<file path="src/rtl/demux12_pkg.sv">
// Shared definitions for the demux12 stream splitter.
// Optional pop counters are enabled with DEMUX12_COUNT_EN.
package demux12_pkg;

    localparam int DATA_W_DEF = 4;
    localparam int DEPTH_MAX  = 8;

    localparam logic SEL_OUT0 = 1'b0;
    localparam logic SEL_OUT1 = 1'b1;

    function automatic int clog2(input int n);
        int r;
        r = 0;
        while ((1 << r) < n) r++;
        return r;
    endfunction

endpackage

</file>
<file path="src/rtl/demux12_fifo2.sv">
// DEPTH-entry synchronous FIFO with registered storage and pointers.
// Reset clears storage so the head reads 0 while empty after reset.
module demux12_fifo2
    import demux12_pkg::*;
#(
    parameter int DATA_W = DATA_W_DEF,
    parameter int DEPTH  = 2
) (
    input  logic              clk,
    input  logic              rst_n,
    input  logic              wr_en,
    input  logic [DATA_W-1:0] wr_data,
    input  logic              rd_en,
    output logic [DATA_W-1:0] rd_data,
    output logic              full,
    output logic              empty
);

    localparam int PW = clog2(DEPTH);
    localparam logic [PW:0] FULL_CNT = (PW+1)'(DEPTH);

    logic [DATA_W-1:0] mem [DEPTH];
    logic [PW-1:0]     wr_ptr;
    logic [PW-1:0]     rd_ptr;
    logic [PW:0]       count;
    logic              push;
    logic              pop;

    assign full    = (count == FULL_CNT);
    assign empty   = (count == '0);
    assign push    = wr_en & ~full;
    assign pop     = rd_en & ~empty;
    assign rd_data = mem[rd_ptr];

    always_ff @(posedge clk or negedge rst_n) begin
        if (!rst_n) begin
            for (int i = 0; i < DEPTH; i++) mem[i] <= '0;
            wr_ptr <= '0;
            rd_ptr <= '0;
            count  <= '0;
        end else begin
            if (push) begin
                mem[wr_ptr] <= wr_data;
                wr_ptr      <= wr_ptr + 1'b1;
            end
            if (pop) rd_ptr <= rd_ptr + 1'b1;
            // simultaneous push and pop leaves occupancy unchanged
            unique case ({push, pop})
                2'b10:   count <= count + 1'b1;
                2'b01:   count <= count - 1'b1;
                default: count <= count;
            endcase
        end
    end

endmodule

</file>
<file path="src/rtl/demux12_stream.sv">
// 1-to-2 stream demux: steers each beat by in_sel into a per-output FIFO.
// Define DEMUX12_COUNT_EN to add the 8-bit cnt0/cnt1 pop counters.
module demux12_stream
    import demux12_pkg::*;
#(
    parameter int DATA_W = DATA_W_DEF,
    parameter int DEPTH  = 2
) (
    input  logic              clk,
    input  logic              rst_n,
    input  logic [DATA_W-1:0] in_data,
    input  logic              in_sel,
    input  logic              in_valid,
    output logic              in_ready,
    output logic [DATA_W-1:0] out0_data,
    output logic              out0_valid,
    input  logic              out0_ready,
    output logic [DATA_W-1:0] out1_data,
    output logic              out1_valid,
    input  logic              out1_ready
`ifdef DEMUX12_COUNT_EN
    ,
    output logic [7:0]        cnt0,
    output logic [7:0]        cnt1
`endif
);

    logic full0, full1;
    logic empty0, empty1;
    logic push0, push1;
    logic pop0, pop1;

    // a full target stalls the input even if the other FIFO has room
    assign in_ready = (in_sel == SEL_OUT1) ? ~full1 : ~full0;

    assign push0 = in_valid & in_ready & (in_sel == SEL_OUT0);
    assign push1 = in_valid & in_ready & (in_sel == SEL_OUT1);

    assign out0_valid = ~empty0;
    assign out1_valid = ~empty1;
    assign pop0 = out0_valid & out0_ready;
    assign pop1 = out1_valid & out1_ready;

    demux12_fifo2 #(.DATA_W(DATA_W), .DEPTH(DEPTH)) u_fifo0 (
        .clk     (clk),
        .rst_n   (rst_n),
        .wr_en   (push0),
        .wr_data (in_data),
        .rd_en   (pop0),
        .rd_data (out0_data),
        .full    (full0),
        .empty   (empty0)
    );

    demux12_fifo2 #(.DATA_W(DATA_W), .DEPTH(DEPTH)) u_fifo1 (
        .clk     (clk),
        .rst_n   (rst_n),
        .wr_en   (push1),
        .wr_data (in_data),
        .rd_en   (pop1),
        .rd_data (out1_data),
        .full    (full1),
        .empty   (empty1)
    );

`ifdef DEMUX12_COUNT_EN
    always_ff @(posedge clk or negedge rst_n) begin
        if (!rst_n) begin
            cnt0 <= '0;
            cnt1 <= '0;
        end else begin
            if (pop0) cnt0 <= cnt0 + 8'd1;
            if (pop1) cnt1 <= cnt1 + 8'd1;
        end
    end
`endif

endmodule

</file>
<file path="config.mk">
export PLATFORM = sky130hd
export DESIGN_NAME = demux12_stream
export DESIGN_NICKNAME = d
export VERILOG_FILES = /design/src/rtl/demux12_pkg.sv /design/src/rtl/demux12_fifo2.sv /design/src/rtl/demux12_stream.sv
export SDC_FILE = /design/constraint.sdc
export NUM_CORES = 1
export LEC_CHECK = 0
export BUFFER_PORTS_ARGS = -buffer_cell sky130_fd_sc_hd__buf_2
export CAP_MARGIN = 20
export CORE_ASPECT_RATIO = 0.5
export CORE_MARGIN = 4
export CORE_UTILIZATION = 40
export CTS_CLUSTER_SIZE = 24
export DETAILED_ROUTE_END_ITERATION = 12
export SETUP_SLACK_MARGIN = 0.5
export SLEW_MARGIN = 20
export SYNTH_ARGS = -nofsm -noshare
export SYNTH_HDL_FRONTEND = slang
export SYNTH_SLANG_ARGS = --single-unit
export TNS_END_PERCENT = 50
</file>
<file path="constraint.sdc">
create_clock -name clk -period 2.2 [get_ports clk]
set_input_delay 0.22 -clock clk [delete_from_list [all_inputs] [get_ports clk]]
set_output_delay 0.22 -clock clk [all_outputs]
set_load 0.01 [all_outputs]
</file>
==> out/results.md <==
| Step | Quantity | Reported |
| --- | --- | --- |
| synthesis | Post-synthesis async set-or-reset flop share | 100% |
| synthesis | Ranking of synthesized cells by instance count | 24 x dfrtp_1, 20 x mux2_2, 6 x xnor2_1, 4 x mux2_4, 4 x xor2_1 |
| global routing | Number of global-route vias before repair | 759 |
| floorplan | Standard cell core area | 0.00265 sq mm |
| floorplan | Std-Cell Rows | 13 |
| outcome | Status | complete, no violations |
| setup path | Cell at the slowest stage of the critical path | dfrtp_1 |
| timing | Achievable clock frequency | 0.609 GHz |
| timing | Worst Max-Slew Pin Slew | 533 ps |
| placed design | Number of instances in the placed design | 137 |
| synthesis | Area share of the largest cell type after synthesis | 53.0% |
| clock tree | Number of clock sinks seen by CTS | 24 |
| power and ir drop | Peak VDD IR | 0.000548 V |
| global routing | Aggregate global routing overflow | 0 |
| power and ir drop | Share of total power in sequential cells | 39.9% |
| power and ir drop | Proportion of power drawn by combinational gates | 41.9% |
| global routing | Met2 GRT Util | 21.3% |
| global routing | Antenna violations before repair | 0 |
| placed design | Final RePlAce weighted congestion | 0.722 |
| detailed routing | Number of remaining DRC errors | 0 |
| detailed routing | Via density per instance | 4.81 |
| finish | Filler cell count in the final layout | 240 |
| floorplan | Total die area | 0.00380 sq mm |
| detailed routing | Number of design-rule violations left by the first detailed-router iteration | 20 |
| finish | Fraction of final layout cells sized beyond drive strength 1 | 54.2% |
| timing | Pins over their slew limit | 0 |
| synthesis | Synthesized net count | 92 |
| synthesis | Most frequently used flop master after synthesis | dfrtp_1 |
| synthesis | Part of the Yosys area used for sequential elements | 53.0% |
| timing | Final period utilization | 74.7% |
| setup path | Endpoint kind of the worst setup timing path | flip-flop |
| timing | Hold slack final | 225 ps |
| synthesis | Number of distinct standard cells referenced by the synthesized netlist | 19 |
| global routing | Most congested layer reported by global routing | met2 |
| synthesis | Count of flip-flops with a built-in enable after synthesis | 0 |
| clock tree | TritonCTS clock tree | yes |
| setup path | Crit-path cells | or2_2 > and2_1 > ha_1 > nor2_1 > xor2_1 |
| detailed routing | Number of routed nets with antenna violations | 0 |
| synthesis | Summed instance area of the synthesized netlist | 0.00113 sq mm |
| synthesis | Number of instances in the synthesized netlist | 80 |
| placed design | Port-buffer cells | 20 |
| finish | Number of non-filler instances in the completed layout | 144 |
| synthesis | Cell with the most instances after synthesis | dfrtp_1 |
| timing | Number of hold violations in the final report | 0 |
| power and ir drop | Switching part of the total | 32.0% |
| power and ir drop | Internal Pwr Total | 1450 uW |
| finish | Area added between synthesis and finish | 21.6% |
| setup path | Delay of the slowest cell on the worst path | 440 ps |
| power and ir drop | Net switching component of the power | 683 uW |
| clock tree | CTS clk-pin slew, worst paths | 90 ps |
| global routing | Total routing resource utilization after global routing | 13.1% |
| timing | Total Neg Setup Slack | 0 ps |
| setup path | Required time of the critical path | 2400 ps |
| clock tree | Buffer cell driving the clock tree root | clkbuf_8 |
| min path | Worst min-delay path category | in -> reg |
| detailed routing | Total wirelength of the detailed-routed design | 2160 um |
| finish | NumNets Final | 120 |
| global routing | Maximum number of pins on one net before global-route repair | 25 |
| placed design | Placed cell areas | 0.00128 sq mm |
| setup path | WP data arrival | 1840 ps |
| timing | Final setup skew | 8.73 ps |
| global routing | Grt met1 use | 16.0% |
| floorplan | Boundary Pins | 21 |
| setup path | CP startpoint kind | flip-flop |
| detailed routing | Detailed-routing iteration count for the pre-antenna-repair pass | 3 |
| synthesis | Largest area contributor in the synthesized netlist | dfrtp_1 |
| floorplan | Initial Utilization | 42.8% |
| timing | Setup violation total in the final timing report | 0 |
| global routing | Global routing met3 resource utilization | 5.42% |
| setup path | Kind of critical path | reg -> reg |
| setup path | Max FO, Critical Path | 5 |
| placed design | Half-perimeter wire length after placement | 1660 um |
| power and ir drop | Clock group share of total power | 18.2% |
| floorplan | Height of the die | 45.6 um |
| synthesis | Largest cells by area after synthesis | dfrtp_1 53%, mux2_2 20%, mux2_4 5.3%, xnor2_1 4.6%, xor2_1 3.1% |
| detailed routing | Via Count | 692 |
| synthesis | Synth warn | 0 |
| clock tree | Clock tree buffer depth | 2 |
| timing | Max-slew headroom at the worst pin | 64.4% |
| power and ir drop | Total power per unit cell area | 1550 mW/mm^2 |
| global routing | Global-route wire length before repair | 3700 um |
| floorplan | Die width | 83.3 um |
| clock tree | Clock latency on the worst-skew pair | 270 ps |
| power and ir drop | Static leakage | 0.000629 uW |
| timing | Final period demand of the worst path | 1640 ps |
| run | Max-cap check violation count | 0 |
| detailed routing | Wirelength per Cell | 15.0 um |
| synthesis | Number of storage elements in the synthesis netlist | 24 |
| clock tree | H-tree level count | 1 |
| finish | Final cell area excluding filler cells | 0.00138 sq mm |
| finish | Number of inserted diodes | 0 |
| clock tree | Clock buffers created by TritonCTS | 3 |
| timing | Setup repair after global routing missed its margin | true |
| synthesis | Average footprint of a synthesized cell | 14.2 sq um |
==> flip-flops by register name, indices dropped and copies added (netlist names) <==
register / count
u_fifo1.mem: 8
u_fifo0.wr_ptr: 1
u_fifo0.count: 2
u_fifo0.mem: 8
u_fifo1.rd_ptr: 1
u_fifo1.wr_ptr: 1
u_fifo0.rd_ptr: 1
u_fifo1.count: 2
==> per-layer routing <==
layer / wire length (um) / vias to the layer above
met5: 0 / -
met4: 30 / 0
met3: 128 / 5
met2: 946 / 14
met1: 1050 / 340
li1: - / 333
==> layout make-up <==
type | count | area, sq um | area share (%)
tap | 37 | 46.3 | 3.36
sequential | 24 | 601 | 43.6
clock buffer | 3 | 41.3 | 2.99
clock inverter | 1 | 30.0 | 2.18
multi-input combinational | 56 | 536 | 38.8
timing repair buffer | 23 | 125 | 9.07
==> final timing paths <==
kind,start,endpoint,slack (ps),cells after the start
setup / recovery,u_fifo1.count[0],u_fifo1.count[1],560,5
hold / removal,in_data[2],u_fifo0.mem[2],230,2
setup reg to reg,u_fifo1.count[0],u_fifo1.count[1],560,5
hold reg to reg,u_fifo0.wr_ptr,u_fifo0.wr_ptr,510,1
max in group asynchronous,rst_n,u_fifo0.count[0],1390,2
min in group asynchronous,rst_n,u_fifo1.mem[5],450,2
==> power by group through the flow <==
stage	clock (uW)	combinational (uW)	sequential, uW
after floorplan	0	645	809
after global routing	425	982	882
after detailed placement	0	862	869
after CTS	401	872	860
final	389	895	853
after global placement	0	830	843
==> cell families after synthesis <==
kind of cell,count (synthesis),share of synthesized area (%)
AO/OA/AOI/OAI,1,0.441
XOR/XNOR,10,7.73
adder cells (fa/ha/maj),2,2.21
flip-flops,24,53.0
multiplexers,24,25.2
AND/OR/NAND/NOR,19,11.5
==> through the flow <==
step	worst slack [ps]	total power, uW	utilization [%]
after floorplan	622	1450	-
after global placement	610	1670	48.3
after detailed placement	565	1730	48.3
after CTS	542	2130	51.3
after global routing	482	2290	52.0
final	557	2140	52.0
==> placed cells by master, fill, tap and decap left out <==
| cell | n |
|---|---|
| ha_1 | 2 |
| nor2_1 | 3 |
| nand2b_1 | 3 |
| xnor2_1 | 6 |
| clkbuf_8 | 3 |
| bufinv_16 | 1 |
| nor2b_2 | 1 |
| nand2b_4 | 1 |
| nand4_1 | 1 |
| nand3_1 | 1 |
| mux2_2 | 20 |
| mux2_4 | 4 |
| or2_2 | 2 |
| a21oi_1 | 1 |
| xor2_1 | 4 |
| dlygate4sd3_1 | 1 |
| and2_4 | 1 |
| dfrtp_1 | 24 |
| and2_1 | 1 |
| buf_2 | 20 |
| buf_4 | 2 |
| nor3_2 | 2 |
| nor2b_1 | 1 |
| nand2_1 | 1 |
| or3b_4 | 1 |
==> worst max-delay path, delay by kind of cell (launching register included) <==
| family | cells | cell delay, ps |
|---|---|---|
| and+or+nand+nor | 3 | 650 |
| DFF | 1 | 440 |
| xor gates and xnor gates | 1 | 150 |
| adders and majority gates | 1 | 330 |
==> what timing repair did <==
item	4_1_cts	5_1_grt
hold buffers	1	0
buffers inserted	0	2
endpoints found under the setup margin	0	2
resized for setup	0	1
endpoints found under the hold margin	24	0
(Power assumes the default switching activity.)
